### config.mk
export PLATFORM = sky130hd
export DESIGN_NAME = seq_burst_arbiter
export DESIGN_NICKNAME = d
export VERILOG_FILES = /design/src/rtl/seq_burst_arbiter.sv
export SDC_FILE = /design/constraint.sdc
export NUM_CORES = 1
export LEC_CHECK = 0
export BUFFER_PORTS_ARGS = -buffer_cell sky130_fd_sc_hd__buf_2
export CORE_MARGIN = 4
export CORE_UTILIZATION = 48
export DETAILED_ROUTE_END_ITERATION = 16
export GPL_TIMING_DRIVEN = 0
export PLACE_DENSITY = 0.77
export REMOVE_ABC_BUFFERS = 1
export SLEW_MARGIN = 20
export SYNTH_ARGS = -nofsm -noshare
export SYNTH_HDL_FRONTEND = slang
export SYNTH_SLANG_ARGS = --single-unit
export TNS_END_PERCENT = 5
### constraint.sdc
create_clock -name clk -period 1.7 [get_ports clk]
set_input_delay 0.17 -clock clk [delete_from_list [all_inputs] [get_ports clk]]
set_output_delay 0.17 -clock clk [all_outputs]
set_load 0.02 [all_outputs]
### src/rtl/seq_burst_arbiter.sv
// seq_burst_arbiter: two-requester round-robin arbiter that grants a sequence generator for fixed-length bursts.
//   clk        rising-edge clock
//   clear_n    asynchronous active-low reset
//   req        per-requester burst request, held until done
//   burst_len  burst length sampled at grant (0 means 16)
//   grant      one-hot owner while running, 00 otherwise
//   seq_out    current sequence value, 00 when not valid
//   seq_valid  high on every running cycle
//   done       one-cycle end-of-burst pulse
//   aborted    qualifies done when the owner dropped its request early
//   busy       high while running or finishing a burst
module seq_burst_arbiter #(
    parameter logic [7:0] SEED     = 8'h05,
    parameter int         WRAP_LEN = 8
) (
    input  logic       clk,
    input  logic       clear_n,
    input  logic [1:0] req,
    input  logic [3:0] burst_len,
    output logic [1:0] grant,
    output logic [7:0] seq_out,
    output logic       seq_valid,
    output logic       done,
    output logic       aborted,
    output logic       busy
);

    // WRAP_LEN only documents the sequence period; the period itself follows from SEED and the update rule.
    if (WRAP_LEN < 1) begin : g_wrap_check
        $error("WRAP_LEN must be positive");
    end

    typedef enum logic [1:0] {IDLE, RUN, DONE} state_t;

    state_t     state, state_nx;
    logic [4:0] cnt, cnt_nx;
    logic       ptr, ptr_nx;
    logic [1:0] grant_nx, win;
    logic [7:0] seq_nx, seq_adv;
    logic       valid_nx, done_nx, abort_nx, busy_nx, owner_req;

    // On a tie the requester that did not own the last burst wins.
    assign win       = (req == 2'b11) ? (ptr ? 2'b01 : 2'b10) : (req[1] ? 2'b10 : 2'b01);
    assign seq_adv   = (seq_out == 8'h82) ? SEED : (seq_out == 8'hA0) ? 8'h41 : {seq_out[6:0], 1'b0};
    assign owner_req = |(req & grant);

    always_comb begin
        state_nx = state;
        cnt_nx   = cnt;
        ptr_nx   = ptr;
        grant_nx = grant;
        seq_nx   = seq_out;
        valid_nx = seq_valid;
        done_nx  = 1'b0;
        abort_nx = 1'b0;
        busy_nx  = busy;
        case (state)
            IDLE: begin
                if (req != 2'b00) begin
                    state_nx = RUN;
                    grant_nx = win;
                    cnt_nx   = (burst_len == 4'd0) ? 5'd16 : {1'b0, burst_len};
                    seq_nx   = SEED;
                    valid_nx = 1'b1;
                    busy_nx  = 1'b1;
                end
            end
            RUN: begin
                // A dropped owner request takes priority over normal completion.
                if (!owner_req || cnt == 5'd1) begin
                    state_nx = DONE;
                    grant_nx = 2'b00;
                    seq_nx   = 8'h00;
                    valid_nx = 1'b0;
                    done_nx  = 1'b1;
                    abort_nx = !owner_req;
                    cnt_nx   = 5'd0;
                    ptr_nx   = grant[1];
                end else begin
                    seq_nx = seq_adv;
                    cnt_nx = cnt - 5'd1;
                end
            end
            DONE: begin
                state_nx = IDLE;
                busy_nx  = 1'b0;
            end
            default: begin
                state_nx = IDLE;
                grant_nx = 2'b00;
                seq_nx   = 8'h00;
                valid_nx = 1'b0;
                busy_nx  = 1'b0;
                cnt_nx   = 5'd0;
            end
        endcase
    end

    always_ff @(posedge clk or negedge clear_n) begin
        if (!clear_n) begin
            state     <= IDLE;
            cnt       <= 5'd0;
            ptr       <= 1'b1;
            grant     <= 2'b00;
            seq_out   <= 8'h00;
            seq_valid <= 1'b0;
            done      <= 1'b0;
            aborted   <= 1'b0;
            busy      <= 1'b0;
        end else begin
            state     <= state_nx;
            cnt       <= cnt_nx;
            ptr       <= ptr_nx;
            grant     <= grant_nx;
            seq_out   <= seq_nx;
            seq_valid <= valid_nx;
            done      <= done_nx;
            aborted   <= abort_nx;
            busy      <= busy_nx;
        end
    end

endmodule

# Word-level counts from Yosys, hierarchy flattened
# Index checks and enable logic that the tools add are counted.
[totals] regBits=22 out_inout_bits=14 rom_bits=0 ramBits=0 mem_count=0 latchBits=0 word_cells=58 inputBits=8
[op_classes] bitwise_logic=3 n_mul=0 order_cmp=0 n_eq_ne=8 n_reduce_logical=11 mux=26 addsub=1 div=0 shifts=0
[ops] cell="two-way mux 8 bit" count=4
[ops] cell="case mux 8 bit (3 select lines)" count=1
[ops] cell="== test 8 bit, second input constant" count=2
[ops] cell="two-way mux 5 bit" count=3
[ops] cell="case mux 5 bit (3 select lines)" count=1
[ops] cell="two-way mux 2 bit" count=7
[ops] cell="AND reduction 2 bit" count=4
[ops] cell="two-way mux 1 bit" count=6
[ops] cell="case mux 2 bit (3 select lines)" count=1
[ops] cell="== test 5 x 1 -> 1 bit, second input constant" count=1
[ops] cell="subtractor 5 x 1 -> 5 bit, second input constant" count=1
[ops] cell="== test 2 bit, second input constant" count=2
[ops] cell="zero test 4 bit" count=1
[ops] cell="inequality test 2 bit, second input constant" count=2
[ops] cell="case mux 2 bit (2 select lines)" count=1
[ops] cell="case mux 1 bit (3 select lines)" count=1
[ops] cell="AND reduction 3 bit" count=1
[ops] cell="bitwise AND 2 bit" count=1
[ops] cell="== test 2 x 1 -> 1 bit, second input constant" count=1
[ops] cell="zero test 2 bit" count=1
[ops] cell="inverter 1 bit" count=2
[ops] cell="case mux 1 bit (2 select lines)" count=1
[ops] cell="nonzero test 2 bit" count=1
[ops] cell="OR reduction 2 bit" count=1
[ops] cell="other kinds (2)" count=2

# Depth between registers and ports, before layout
[depth] ltp_word=6 mapped_depth=7 depth_no_buf=6

# Worst setup path after synthesis
# Ideal clock, no wire load.
[synth_path] path_kind="reg-to-reg" startpoint="register cnt[1]" endpoint="register ptr" arrival_time_ns=1.386 synth_period_minus_slack_ns=1.471 setup_ns=0.085 path_slack_ns=0.229 path_buffers=0 path_stages_with_launch=7 required_time_ns=1.615 path_cell_list="dfrtp_1 -> inv_1 -> ha_1 -> nor4b_4 -> nor2_2 -> nor2_2 -> mux2_1"
[synth_via] elab_chain_len=3
[synth_lines] element="start, declared" line="36" text="logic [4:0] cnt, cnt_nx;"
[synth_lines] element="start signal, assigned" line="112" text="cnt <= cnt_nx;"
[synth_lines] element="== test 5 x 1 -> 1 bit" line="70" text="if (!owner_req || cnt == 5'd1) begin"
[synth_lines] element="logical OR 1 bit" line="70"
[synth_lines] element="AND reduction 2 bit (no source line)"
[synth_lines] element="end signal, assigned" line="113" text="ptr <= ptr_nx;"
[synth_lines] element="end, declared" line="37" text="logic ptr, ptr_nx;"
# No other way between the ends.
# A chain may end at the register's enable or synchronous reset.

# Worst setup path after layout
[layout_path] startpoint="register cnt[1]" endpoint="register seq_out[5]"
[layout_via] elab_chain_len=4
[layout_lines] element="== test 5 x 1 -> 1 bit" line="70"
[layout_lines] element="logical OR 1 bit" line="70"
[layout_lines] element="two-way mux 8 bit" line="70"
[layout_lines] element="case mux 8 bit (3 select lines)" line="57" text="case (state)"
[layout_lines] element="end signal, assigned" line="115" text="seq_out <= seq_nx;"
[layout_lines] element="end, declared" line="21" text="output logic [7:0] seq_out,"
# No other way between the ends.

==> impl_metrics.json <==
{
  "outcome": "complete, no violations",
  "async_flop_share_pct": 100,
  "wirelength_um": 1960,
  "cpMaxStageDelayCell": "dfrtp_1",
  "io_pins": 22,
  "core_area_um2": 2000,
  "finalHoldViolCount": 0,
  "grt_max_degree": 23,
  "drc": 0,
  "end_kind": "flop",
  "synthCells": 92,
  "diodes": 0,
  "timing.final.ws_setup_ns": 0.0751,
  "vias": 816,
  "grt_pass1_wl_um": 3190,
  "crit_arrival_ns": 1.82,
  "worst_pin_slew_ns": 0.706,
  "clockBufferDepth": 2,
  "period_needed_ns": 1.62,
  "ys_ff_latch": 22,
  "p_switching_w": 0.000847,
  "hpwl_um": 1430,
  "clk_pin_slew_ns": 0.11,
  "crit_buf_inv": 2,
  "fin_skew_ns": 0.00181,
  "cts_tree": "built",
  "peakVddDrop_mv": 0.988,
  "antenna_left": 0,
  "rsz0062_at_grt": "true",
  "cts_max_level": 1,
  "place_ws_ns": 0.0795,
  "yosys_most_used_dff": "dfrtp_1",
  "start_kind": "flop",
  "cpPeakStageDelay_ns": 0.43,
  "syn2layout_area_growth_pct": 17.0,
  "slew_violations": 0,
  "crit_path_max_fanout": 10,
  "numPortBuffers": 21,
  "synth_cell_types": 33,
  "yosysWarningCount": 0,
  "mostFrequentLayoutCells": "dfrtp_1, buf_2, nand2_1, o21ai_0, a22o_1",
  "p_leak_nw": 0.572,
  "cts-buffers-inserted": 3,
  "setup_violations": 0,
  "fillers": 183,
  "drive_gt1_share_pct": 31.6,
  "path_cells": "inv_2 > ha_1 > nor4b_4 > nor3_4 > buf_4 > a22o_1",
  "root_buffer": "clkbuf_4",
  "p_clk_share_pct": 13.8,
  "place_congestion": 0.807,
  "cts_num_sinks": 22,
  "die-height_um": 54.2,
  "relSlewSlack_pct": 52.6,
  "die_area_um2": 2940,
  "fmax_mhz": 615,
  "drtPass1Iterations": 4,
  "worstSetupPathType": "flop to flop",
  "wl_per_cell_um": 13.6,
  "track_usage_pct": 15.2,
  "initial_core_util_pct": 51.2,
  "seq_power_share_pct": 43.4,
  "hp-class": "input port to flop",
  "worst_hold_slack_ns": 0.102,
  "clk_latency_ns": 0.30,
  "postPlaceCellArea_um2": 1140,
  "grt_pass1_vias": 782,
  "avgSynthCellArea_um2": 11.1,
  "synth_edf_count": 0,
  "fp.dieW_um": 54.2,
  "row_count": 16,
  "drt_iter0_markers": 14,
  "regArea_um2": 552,
  "cpLargestDelayFamily": "simple AND/OR/NAND/NOR gates",
  "internal_power_w": 0.00117,
  "routed_via_density": 5.67,
  "stdcell_area_um2": 1200,
  "multiInputGateArea_um2": 428,
  "power.share.combinational_pct": 42.8,
  "yosysSeqAreaShare_pct": 53.8,
  "power_density_nw_per_um2": 1680,
  "drv_cap": 0,
  "nets": 128,
  "critPathRequiredTime_ns": 1.90,
  "synth_area_um2": 1020,
  "p_sw_share_pct": 42.0,
  "postLayoutCoreUtil_pct": 59.9,
  "antenna_found_initial": 0,
  "fin_crit_sh_pct": 95.6,
  "grt_overflow": 0
}
-- flip-flops by register name, indices dropped and copies added (netlist names) --
signal,flops
seq_out,8
cnt,5
grant,2
state,2
aborted,1
busy,1
done,1
ptr,1
seq_valid,1
-- worst reg2reg max path, stage by stage, from the launching register on --
cell     delay [ns]
dfrtp_1        0.43
inv_2          0.07
ha_1           0.14
nor4b_4        0.39
nor3_4         0.16
buf_4          0.18
a22o_1         0.17
-- layout make-up --
type | instances | share of cell area, %
Clock buffer | 4 | 3.03
Timing Repair Buffer | 24 | 10.9
Tap cell | 27 | 2.82
Sequential cell | 22 | 46.0
Multi-Input combinational cell | 62 | 35.7
Inverter | 5 | 1.57
-- power by group through the flow --
stage	sequential, W	clock [W]	combinational (W)
finish	0.000876	0.000278	0.000864
global route	0.000900	0.000305	0.000962
CTS	0.000875	0.000288	0.000855
detailed placement	0.000887	0	0.000848
global placement	0.000879	0	0.000828
floorplan	0.000987	0	0.000485
-- per-layer routing --
layer	GRT usage, %	wire [µm]
met2	26.1	972
met5	0	0
met3	2.77	115
met1	17.5	836
met4	8.30	32
-- logic make-up (layout without fill, tap and decap cells) --
kind of cell,Yosys count,count (layout),synth area share [%]
AO/OA/AOI/OAI,27,27,18.8
XOR/XNOR,1,1,0.855
multiplexers,1,1,1.10
AND/OR/NAND/NOR,31,31,18.6
flip-flops,22,22,53.8
adder cells (fa/ha/maj),2,2,2.44
buffers and inverters,8,33,4.40
-- stage by stage --
stage | cells | total power (W) | setup TNS, ns
4_1_cts | 142 | 0.00202 | 0
2_1_floorplan | 89 | 0.00147 | 0
6_report | 144 | 0.00202 | 0
5_1_grt | 144 | 0.00217 | -0.0916
3_3_place_gp | 137 | 0.00171 | 0
3_5_place_dp | 137 | 0.00173 | 0
-- synthesized netlist by cell type (4+ instances only) --
master,n,area (µm²)
inv_1,5,18.8
nor2_1,4,15.0
o21ai_0,9,45.0
dfrtp_1,21,526
nand2_1,10,37.5
a22o_1,5,43.8
nor4_1,4,25.0
-- worst paths after layout --
check	from	end	slack, ns	cells after the start
worst max-delay path	cnt[1]$_DFFE_PN0P_	seq_out[5]$_DFFE_PN0P_	0.08	6
worst min-delay path	burst_len[2]	cnt[2]$_DFFE_PN0P_	0.10	3
worst max register to register	cnt[1]$_DFFE_PN0P_	seq_out[5]$_DFFE_PN0P_	0.08	6
worst min register to register	seq_valid$_DFFE_PN0P_	seq_valid$_DFFE_PN0P_	0.50	2
max in group asynchronous	clear_n	ptr$_DFFE_PN1P_	1.01	2
min in group asynchronous	clear_n	seq_out[3]$_DFFE_PN0P_	0.34	2
-- repair_timing --
item,CTS,global route
gates resized for setup,0,1
setup buffers,0,2
endpoints found under the hold margin,21,0
endpoints found under the setup margin,0,6
hold buffers,1,0
Note: power is estimated with default switching activity, not from simulation.
